[config.mk]
export PLATFORM = sky130hd
export DESIGN_NAME = scrambler_seq_flat
export DESIGN_NICKNAME = d
export VERILOG_FILES = /design/src/rtl/scrambler_seq_if.sv /design/src/rtl/scrambler_seq.sv /design/src/flat_wrapper.sv
export SDC_FILE = /design/constraint.sdc
export NUM_CORES = 1
export LEC_CHECK = 0
export ABC_CLOCK_PERIOD_IN_PS = 2050
export BUFFER_PORTS_ARGS = -buffer_cell sky130_fd_sc_hd__buf_4
export CAP_MARGIN = 20
export CELL_PAD_IN_SITES_DETAIL_PLACEMENT = 1
export CELL_PAD_IN_SITES_GLOBAL_PLACEMENT = 2
export CORE_ASPECT_RATIO = 0.5
export CORE_MARGIN = 2
export CORE_UTILIZATION = 31
export CTS_BUF_LIST = sky130_fd_sc_hd__clkbuf_16
export DETAILED_ROUTE_END_ITERATION = 16
export PLACE_DENSITY = 0.8
export RECOVER_POWER = 100
export SKIP_LAST_GASP = 1
export SLEW_MARGIN = 20
export SYNTH_ARGS = -nofsm -noshare
export SYNTH_HDL_FRONTEND = slang
export SYNTH_SLANG_ARGS = --single-unit
[constraint.sdc]
create_clock -name clk -period 2.05 [get_ports clk]
set_input_delay 0.3075 -clock clk [delete_from_list [all_inputs] [get_ports clk]]
set_output_delay 0.3075 -clock clk [all_outputs]
set_load 0.01 [all_outputs]
[src/rtl/scrambler_seq_if.sv]
// Byte-in / bit-out stream interface of the 802.11 transmit scrambler sequencer.
// The slave side is the sequencer; the master side feeds bytes and sinks bits.
interface scrambler_seq_if;
  logic [7:0] in_data;
  logic       in_valid;
  logic       in_ready;
  logic       out_bit;
  logic       out_valid;
  logic       out_ready;
  logic       out_last;
  logic [1:0] phase;

  modport master (
    output in_data,
    output in_valid,
    input  in_ready,
    input  out_bit,
    input  out_valid,
    output out_ready,
    input  out_last,
    input  phase
  );

  modport slave (
    input  in_data,
    input  in_valid,
    output in_ready,
    output out_bit,
    output out_valid,
    input  out_ready,
    output out_last,
    output phase
  );
endinterface

[src/rtl/scrambler_seq.sv]
// Frame-level 802.11 OFDM transmit scrambler: sequences SERVICE, PSDU, TAIL and PAD bits
// through an x^7+x^4+1 scrambler and emits one bit per handshake.
module scrambler_seq #(
  parameter int unsigned LEN_W = 12
) (
  input  logic             clk,
  input  logic             rst,
  input  logic             start,
  input  logic [6:0]       seed,
  input  logic [LEN_W-1:0] psdu_len,
  input  logic [7:0]       n_dbps,
  scrambler_seq_if.slave   bus,
  output logic             busy,
  output logic             done
);

  typedef enum logic [2:0] {StIdle, StService, StData, StTail, StPad} state_e;

  state_e           state_q, state_d;
  logic [6:0]       lfsr_q, lfsr_d;
  logic [3:0]       bit_cnt_q, bit_cnt_d;
  logic [7:0]       sc_q, sc_d;
  logic [7:0]       n_dbps_q, n_dbps_d;
  logic [LEN_W-1:0] bytes_left_q, bytes_left_d;
  logic [7:0]       hold_q, hold_d;
  logic             hold_full_q, hold_full_d;
  logic [2:0]       idx_q, idx_d;
  logic             done_q, done_d;

  logic fb;
  logic xfer;
  logic accept;
  logic sc_wrap;
  logic in_ready;
  logic out_valid;

  assign fb      = lfsr_q[6] ^ lfsr_q[3];
  assign xfer    = out_valid && bus.out_ready;
  assign accept  = bus.in_valid && in_ready;
  // Symbol counter reaches n_dbps on this transfer, i.e. an OFDM symbol boundary.
  assign sc_wrap = (sc_q + 8'd1) == n_dbps_q;

  assign busy          = (state_q != StIdle);
  assign done          = done_q;
  assign bus.in_ready  = in_ready;
  assign bus.out_valid = out_valid;

  // Output decode: bit source, phase, handshakes and end-of-frame flag.
  always_comb begin
    out_valid    = 1'b0;
    in_ready     = 1'b0;
    bus.out_bit  = 1'b0;
    bus.phase    = 2'd0;
    bus.out_last = 1'b0;
    unique case (state_q)
      StIdle: ;
      StService: begin
        out_valid   = 1'b1;
        bus.out_bit = fb;
        bus.phase   = 2'd0;
      end
      StData: begin
        out_valid   = hold_full_q;
        bus.out_bit = hold_full_q ? (hold_q[idx_q] ^ fb) : 1'b0;
        bus.phase   = 2'd1;
        // Refill in the cycle the last buffered bit leaves so the stream has no bubbles.
        in_ready    = (bytes_left_q != '0) &&
                      (!hold_full_q || (hold_full_q && bus.out_ready && idx_q == 3'd7));
      end
      StTail: begin
        out_valid    = 1'b1;
        bus.out_bit  = 1'b0;
        bus.phase    = 2'd2;
        bus.out_last = (bit_cnt_q == 4'd5) && sc_wrap;
      end
      StPad: begin
        out_valid    = 1'b1;
        bus.out_bit  = fb;
        bus.phase    = 2'd3;
        bus.out_last = sc_wrap;
      end
      default: ;
    endcase
  end

  // Next-state: frame sequencing, scrambler advance, byte buffering and counters.
  always_comb begin
    state_d      = state_q;
    lfsr_d       = lfsr_q;
    bit_cnt_d    = bit_cnt_q;
    sc_d         = sc_q;
    n_dbps_d     = n_dbps_q;
    bytes_left_d = bytes_left_q;
    hold_d       = hold_q;
    hold_full_d  = hold_full_q;
    idx_d        = idx_q;
    done_d       = 1'b0;

    // Scrambler and symbol counter advance on every transfer, TAIL included.
    if (xfer) begin
      lfsr_d = {lfsr_q[5:0], fb};
      sc_d   = sc_wrap ? 8'd0 : sc_q + 8'd1;
    end

    unique case (state_q)
      StIdle: begin
        if (start) begin
          state_d      = StService;
          // An all-zero seed would lock the scrambler up.
          lfsr_d       = (seed == 7'd0) ? 7'h7F : seed;
          bytes_left_d = psdu_len;
          n_dbps_d     = n_dbps;
          bit_cnt_d    = 4'd0;
          sc_d         = 8'd0;
          hold_full_d  = 1'b0;
          idx_d        = 3'd0;
        end
      end
      StService: begin
        if (xfer) begin
          bit_cnt_d = bit_cnt_q + 4'd1;
          if (bit_cnt_q == 4'd15) begin
            bit_cnt_d = 4'd0;
            state_d   = (bytes_left_q != '0) ? StData : StTail;
          end
        end
      end
      StData: begin
        if (accept) begin
          hold_d       = bus.in_data;
          hold_full_d  = 1'b1;
          idx_d        = 3'd0;
          bytes_left_d = bytes_left_q - LEN_W'(1);
        end else if (xfer && idx_q == 3'd7) begin
          hold_full_d = 1'b0;
          idx_d       = 3'd0;
          if (bytes_left_q == '0) begin
            state_d = StTail;
          end
        end else if (xfer) begin
          idx_d = idx_q + 3'd1;
        end
      end
      StTail: begin
        if (xfer) begin
          bit_cnt_d = bit_cnt_q + 4'd1;
          if (bit_cnt_q == 4'd5) begin
            bit_cnt_d = 4'd0;
            state_d   = sc_wrap ? StIdle : StPad;
            done_d    = sc_wrap;
          end
        end
      end
      StPad: begin
        if (xfer && sc_wrap) begin
          state_d = StIdle;
          done_d  = 1'b1;
        end
      end
      default: state_d = StIdle;
    endcase
  end

  // State register with asynchronous active-low reset.
  always_ff @(posedge clk or negedge rst) begin
    if (!rst) begin
      state_q      <= StIdle;
      lfsr_q       <= 7'h7F;
      bit_cnt_q    <= 4'd0;
      sc_q         <= 8'd0;
      n_dbps_q     <= 8'd0;
      bytes_left_q <= '0;
      hold_q       <= 8'd0;
      hold_full_q  <= 1'b0;
      idx_q        <= 3'd0;
      done_q       <= 1'b0;
    end else begin
      state_q      <= state_d;
      lfsr_q       <= lfsr_d;
      bit_cnt_q    <= bit_cnt_d;
      sc_q         <= sc_d;
      n_dbps_q     <= n_dbps_d;
      bytes_left_q <= bytes_left_d;
      hold_q       <= hold_d;
      hold_full_q  <= hold_full_d;
      idx_q        <= idx_d;
      done_q       <= done_d;
    end
  end

endmodule

[src/flat_wrapper.sv]
// flat-port wrapper written by rule: the top's interface ports become plain ports
module scrambler_seq_flat 
#(
  parameter int unsigned LEN_W = 12
)
  (clk, rst, start, seed, psdu_len, n_dbps, busy, done, bus_in_data, bus_in_valid, bus_in_ready, bus_out_bit, bus_out_valid, bus_out_ready, bus_out_last, bus_phase);
  scrambler_seq_if bus_i ();
  input  logic clk;
  input  logic rst;
  input  logic start;
  input  logic [6:0] seed;
  input  logic [LEN_W-1:0] psdu_len;
  input  logic [7:0] n_dbps;
  output logic busy;
  output logic done;
  input wire logic [$bits(bus_i.in_data)-1:0] bus_in_data;
  input wire logic [$bits(bus_i.in_valid)-1:0] bus_in_valid;
  output wire logic [$bits(bus_i.in_ready)-1:0] bus_in_ready;
  output wire logic [$bits(bus_i.out_bit)-1:0] bus_out_bit;
  output wire logic [$bits(bus_i.out_valid)-1:0] bus_out_valid;
  input wire logic [$bits(bus_i.out_ready)-1:0] bus_out_ready;
  output wire logic [$bits(bus_i.out_last)-1:0] bus_out_last;
  output wire logic [$bits(bus_i.phase)-1:0] bus_phase;
  assign bus_i.in_data = bus_in_data;
  assign bus_i.in_valid = bus_in_valid;
  assign bus_in_ready = bus_i.in_ready;
  assign bus_out_bit = bus_i.out_bit;
  assign bus_out_valid = bus_i.out_valid;
  assign bus_i.out_ready = bus_out_ready;
  assign bus_out_last = bus_i.out_last;
  assign bus_phase = bus_i.phase;
  scrambler_seq #(.LEN_W(LEN_W)) u_core (.clk(clk), .rst(rst), .start(start), .seed(seed), .psdu_len(psdu_len), .n_dbps(n_dbps), .bus(bus_i), .busy(busy), .done(done));
endmodule
## Word level (Yosys, flattened, before mapping)

Index checks and enable logic that the tools add are counted.

| storage, ports and cells | value |
|---|---|
| bits of input ports | 40 |
| logic and storage cells | 113 |
| flip-flop bits (word level) | 55 |

| operators by class | value |
|---|---|
| eq/ne operators | 20 |
| mux-type cells | 50 |
| order comparisons | 1 |
| add/sub/neg operators | 4 |
| reduce and logical (&&, ||, !) cells | 26 |
| bitwise logic cells | 2 |

Operator list:

| cell | number |
|---|---|
| $mux W3 | 14 |
| $mux W8 | 4 |
| $mux W7 | 4 |
| $mux W12 | 2 |
| $pmux W12 S2 | 1 |
| $mux W4 | 5 |
| $ne A2 B1 Y1 const B | 8 |
| $pmux W3 S5 | 1 |
| $logic_not A12 Y1 | 1 |
| $pmux W4 S3 | 1 |
| $reduce_bool A12 Y1 | 1 |
| $sub A12 B1 Y12 const B | 1 |
| $mux W1 | 10 |
| $pmux W1 S2 | 5 |
| $reduce_and A3 Y1 | 3 |
| $reduce_and A9 Y1 | 1 |
| $add A8 B1 Y8 const B | 1 |
| $eq A8 B8 Y1 | 1 |
| $logic_and A1 B1 Y1 | 8 |
| $logic_not A7 Y1 | 1 |
| $eq A3 B2 Y1 const B | 2 |
| $eq A3 B3 Y1 const B | 2 |
| $pmux W2 S3 | 1 |
| $pmux W3 S2 | 1 |
| other kinds (20) | 24 |

## Logic depth before layout (Yosys ltp)

| depth | value |
|---|---|
| word-level depth | 8 |
| depth in mapped cells | 9 |
| gate-level depth less buffers | 8 |

## Worst setup path after synthesis

Ideal clock, no wire load.

| timing | value |
|---|---|
| path kind | flip-flop to flip-flop |
| from | register u_core.bytes_left_q[0] |
| to | register u_core.bytes_left_q[10] |
| setup time | 0.121 ns |
| data arrival time | 1.948 ns |
| path buffers | 0 |
| setup slack | -0.019 ns |
| stages on the path, launching flop included | 9 |
| required time | 1.929 ns |
| path through | dfrtp_1 > inv_1 > ha_1 > or4b_4 > nand4b_4 > and3_4 > or2_4 > o21a_1 > o22a_1 |

| between the ends | value |
|---|---|
| cells in the longest elaborated chain, start to end | 6 |

Ends and longest elaborated chain:

| item | RTL line | RTL |
|---|---|---|
| from (decl) | scrambler_seq.sv:24 | `logic [LEN_W-1:0] bytes_left_q, bytes_left_d;` |
| from (signal assigned) | scrambler_seq.sv:183 | `bytes_left_q <= bytes_left_d;` |
| parallel branches: the longest is 6 deep, another holds $sub A12 B1 Y12 | n/a |  |

Several ways; the timed one is not identified. The select of a mux whose other input is x is not followed.
A chain may end at the register's enable or synchronous reset.

## Worst setup path after layout

| timing | value |
|---|---|
| from | register u_core.bytes_left_q[1] |
| to | output port bus_in_ready |

| between the ends | value |
|---|---|
| cells in the longest elaborated chain, start to end | 3 |

Ends and longest elaborated chain:

| item | RTL line | RTL |
|---|---|---|
| $reduce_bool A12 Y1 | scrambler_seq.sv:67 | `in_ready = (bytes_left_q != '0) &&` |
| $logic_and A1 B1 Y1 | scrambler_seq.sv:67 |  |
| $mux W1 | scrambler_seq.sv:55 | `unique case (state_q)` |
| to (decl) | flat_wrapper.sv:18 | `output wire logic [$bits(bus_i.in_ready)-1:0] bus_in_ready;` |

No other way between the ends.

==> results.md <==
| Stage | Parameter | Value |
|:---|:---|:---|
| die | Number of rows in the core area | 25 |
| routing | Number of vias in the routed layout | 2909 |
| routing | Post-DR vias/cell | 5.10 |
| synth | Average footprint of a synthesized cell | 9.13 sq um |
| timing | Headroom to the max-slew limit | 0.0469 |
| status | Outcome | finished, violations left |
| clock tree | Clk_lat worst skew | 0.30 ns |
| grt | Largest net degree at the start of global routing | 56 |
| timing | RSZ-0062 raised after global routing | yes |
| finish | Commonest non-fill, non-tap cell in the layout | sky130_fd_sc_hd__buf_4 |
| synth | Cell count after synthesis | 343 |
| synth | Cell Area, Synth | 3130 sq um |
| power and ir drop | Internal power of the cells | 3.12 mW |
| power and ir drop | Sequential share of power | 0.380 |
| grt | Global Route Usage Sum | 0.181 |
| clock tree | Clock tree root buffer cell | sky130_fd_sc_hd__clkbuf_16 |
| setup path | Endpoint type of the worst setup path | output port |
| power and ir drop | Switch share | 0.388 |
| synth | Flip-flop and latch count after synthesis | 55 |
| routing | Total detailed-routing wirelength | 9.82 mm |
| flow run | Number of maximum-capacitance constraint violations | 0 |
| finish | Final antenna diode count | 0 |
| synth | Yosys warns | 0 |
| die | Total Die Area | 11000 sq um |
| setup path | Sort of element at the start of the critical path | flop |
| clock tree | Clock input transition at the sequential cells of the worst setup and hold paths | 0.07 ns |
| timing | Final-report hold violation count | 0 |
| die | Total I/O pin count | 48 |
| clock tree | Hold-fix buffers, CTS | 0 |
| clock tree | Number of clock sinks | 55 |
| placed design | Half-perimeter wire length after detailed placement | 6.61 mm |
| clock tree | TritonCTS clock tree | done |
| finish | Area added between synthesis and finish | 39.4% |
| timing | Final setup violation count | 25 |
| timing | Final Max Tran Viols | 0 |
| synth | Number of library cell types mapped by synthesis | 59 |
| clock tree | H-tree levels | 2 |
| die | Width of the die | 146 um |
| synth | Total nets after synthesis | 389 |
| power and ir drop | Worst vdd ir | 0.000363 V |
| power and ir drop | Reported leakage power | 1.94 nW |
| placed design | Number of I/O port buffers | 47 |
| power and ir drop | Overall Power | 5.09 mW |
| clock tree | Clock Tree Buf Depth | 2 |
| setup path | Category of the most critical setup path | reg2out |
| setup path | Max FO, Critical Path | 3 |
| synth | Fraction of synthesis flops using an asynchronous set or reset pin | 1.00 |
| setup path | Reg2Reg Setup Slack | -0.14 ns |
| timing | Final worst setup slack | -0.172 ns |
| die | Area of the placeable core | 9630 sq um |
| finish | Number of nets in the final layout | 480 |
| power and ir drop | Part of the total power dissipated in combinational logic | 0.452 |
| synth | Share of synthesized area occupied by flip-flops and latches | 0.442 |
| synth | Main flop type after synthesis | sky130_fd_sc_hd__dfrtp_1 |
| finish | Most frequent cells in the layout | 84 x sky130_fd_sc_hd__buf_4, 59 x sky130_fd_sc_hd__nand2_1, 43 x sky130_fd_sc_hd__dfrtp_1 |
| die | Initial standard-cell utilization of the core | 0.325 |
| placed design | Placed Instances | 546 |
| timing | Transition time of the tightest slew-check pin | 1.43 ns |
| timing | Sum of negative setup slack | -0.766 ns |
| synth | EDFF count, synth | 0 |
| grt | Number of global-route vias before repair | 3185 |
| routing | Drt first-iter violations | 89 |
| power and ir drop | Power per cell area | 1170 nW/um^2 |
| timing | Part of the cycle the worst path needs | 1.08 |
| die | Floorplan die height | 75.1 um |
| routing | Number of remaining DRC errors | 0 |
| grt | Overall overflow remaining after global route | 0 |
| setup path | CP Data Required Time | 1.74 ns |
| timing | Achievable clock frequency | 450 MHz |
| grt | Number of antenna violations at the first check in global routing | 0 |
| timing | Post-layout min period | 2.22 ns |
| power and ir drop | Portion of total power attributed to the clock network | 0.168 |
| routing | Routed length per placed instance | 17.2 um |
| hold path | Hold Path Class | in2reg |
| grt | First-pass GRT wire length | 15.7 mm |
| finish | Final core occ | 0.453 |
| timing | Worst Clk Skew | 0.00374 ns |
| clock tree | Number of buffers added by the clock tree synthesis step | 5 |
| power and ir drop | Switch Pwr | 1.98 mW |
| setup path | Arrival time of the worst setup path | 1.91 ns |
| placed design | Gpl congestion | 0.858 |
| routing | Antenna-violating nets left | 0 |
| status | Violations in the final reports | negative setup slack |
| finish | Fin cells | 570 |
| finish | Share of final-layout standard cells stronger than drive strength 1 | 0.402 |
| routing | Number of search-and-repair iterations in the first detailed-routing pass | 4 |
registers in the layout, summed over array words and instances (netlist names):
register and cells:
u_core.bytes_left_q 12, u_core.hold_q 8, u_core.n_dbps_q 8, u_core.sc_q 8, u_core.lfsr_q 7, u_core.bit_cnt_q 4, u_core.idx_q 3, u_core.state_q 3
u_core.done 1, u_core.hold_full_q 1
routing by layer:
layer  routed length [um]  share of wire  vias to the layer above  track usage
met2                 5100           0.52                       37        0.344
li1                     -              -                     1387            -
met3                  231          0.024                       12       0.0345
met4                  157          0.016                        0       0.0572
met1                 4340           0.44                     1473        0.215
met5                    0              0                        -            0
synthesized netlist by cell type, types with 3 or more instances:
| cell | n | area [sq um] |
|---|---|---|
| sky130_fd_sc_hd__nor3_1 | 11 | 55.1 |
| sky130_fd_sc_hd__xnor2_1 | 13 | 114 |
| sky130_fd_sc_hd__mux2_2 | 9 | 101 |
| sky130_fd_sc_hd__inv_1 | 5 | 18.8 |
| sky130_fd_sc_hd__o22a_1 | 3 | 26.3 |
| sky130_fd_sc_hd__and3_1 | 4 | 25.0 |
| sky130_fd_sc_hd__o21a_1 | 5 | 37.5 |
| sky130_fd_sc_hd__nand2_1 | 61 | 229 |
| sky130_fd_sc_hd__nand4_1 | 3 | 18.8 |
| sky130_fd_sc_hd__o21ai_0 | 14 | 70.1 |
| sky130_fd_sc_hd__nand2b_1 | 5 | 31.3 |
| sky130_fd_sc_hd__nand3_1 | 9 | 45.0 |
| sky130_fd_sc_hd__clkbuf_1 | 8 | 30.0 |
| sky130_fd_sc_hd__nor2_1 | 37 | 139 |
| sky130_fd_sc_hd__o2bb2ai_1 | 3 | 26.3 |
| sky130_fd_sc_hd__dfstp_2 | 7 | 184 |
| sky130_fd_sc_hd__and2_1 | 3 | 18.8 |
| sky130_fd_sc_hd__buf_2 | 6 | 30.0 |
| sky130_fd_sc_hd__dfrtp_1 | 48 | 1200 |
| sky130_fd_sc_hd__ha_1 | 6 | 75.1 |
| sky130_fd_sc_hd__xor2_1 | 8 | 70.1 |
| sky130_fd_sc_hd__a21oi_1 | 17 | 85.1 |
| sky130_fd_sc_hd__a22oi_1 | 3 | 22.5 |
| sky130_fd_sc_hd__a31oi_1 | 10 | 62.6 |
worst max-delay path, cell delays in order, from the launching register on:
cell and delay [ns]:
sky130_fd_sc_hd__dfrtp_1 0.40, sky130_fd_sc_hd__inv_2 0.09, sky130_fd_sc_hd__ha_4 0.13, sky130_fd_sc_hd__or4b_4 0.46, sky130_fd_sc_hd__nand4b_4 0.22, sky130_fd_sc_hd__nand2_2 0.15, sky130_fd_sc_hd__a21oi_4 0.04, sky130_fd_sc_hd__buf_6 0.13
final timing paths:
kind | endpoint | cells past startpoint | startpoint
max | bus_in_ready | 7 | u_core.bytes_left_q[1]
min | u_core.n_dbps_q[3] | 3 | n_dbps[3]
max reg2reg | u_core.bytes_left_q[10] | 8 | u_core.bytes_left_q[1]
min reg2reg | u_core.bytes_left_q[8] | 1 | u_core.bytes_left_q[8]
max in group asynchronous | u_core.sc_q[3] | 1 | rst
min in group asynchronous | u_core.bytes_left_q[4] | 1 | rst
area by class of cell:
cell class	count	area (sq um)
Multi-Input combinational cell	268	1880
Timing Repair Buffer	99	768
Fill cell	1141	5270
Sequential cell	55	1390
Inverter	5	18.8
Clock inverter	3	15.0
Clock buffer	5	125
Tap cell	135	169
cells by family after synthesis:
logic type / Yosys count / share of synthesized area
buffers and inverters: 20 / 0.0276
AOI/OAI and AO/OA: 72 / 0.153
and+or+nand+nor: 156 / 0.241
xor gates and xnor gates: 21 / 0.0587
adders and majority gates: 6 / 0.0240
muxes: 13 / 0.0531
DFF: 55 / 0.442
timing repair:
action                                  CTS  global route
pin swaps                                12            22
endpoints found under the setup margin   32            28
hold endpoints to repair                  0             0
gates cloned                              1             2
gates resized for setup                  24            45
setup buffers                            10             5
power groups by stage:
stage	Clock (mW)	Sequential [mW]	Combinational, mW
2_1_floorplan	0	1.79	1.18
3_3_place_gp	0	1.85	1.82
3_5_place_dp	0	1.88	1.91
4_1_cts	0.878	1.89	2.12
5_1_grt	0.906	1.98	2.55
6_report	0.856	1.94	2.30
stage by stage:
step | setup WS (ns) | instance area [sq um] | hold WS [ns]
floorplan | 0.00360 | 3140 | 0.0119
global placement | 0.0179 | 3860 | 0.400
detailed placement | -0.0743 | 3860 | 0.414
CTS | -0.194 | 4180 | 0.0894
global route | -0.247 | 4370 | 0.214
finish | -0.172 | 4370 | 0.195
(Power assumes the default switching activity.)
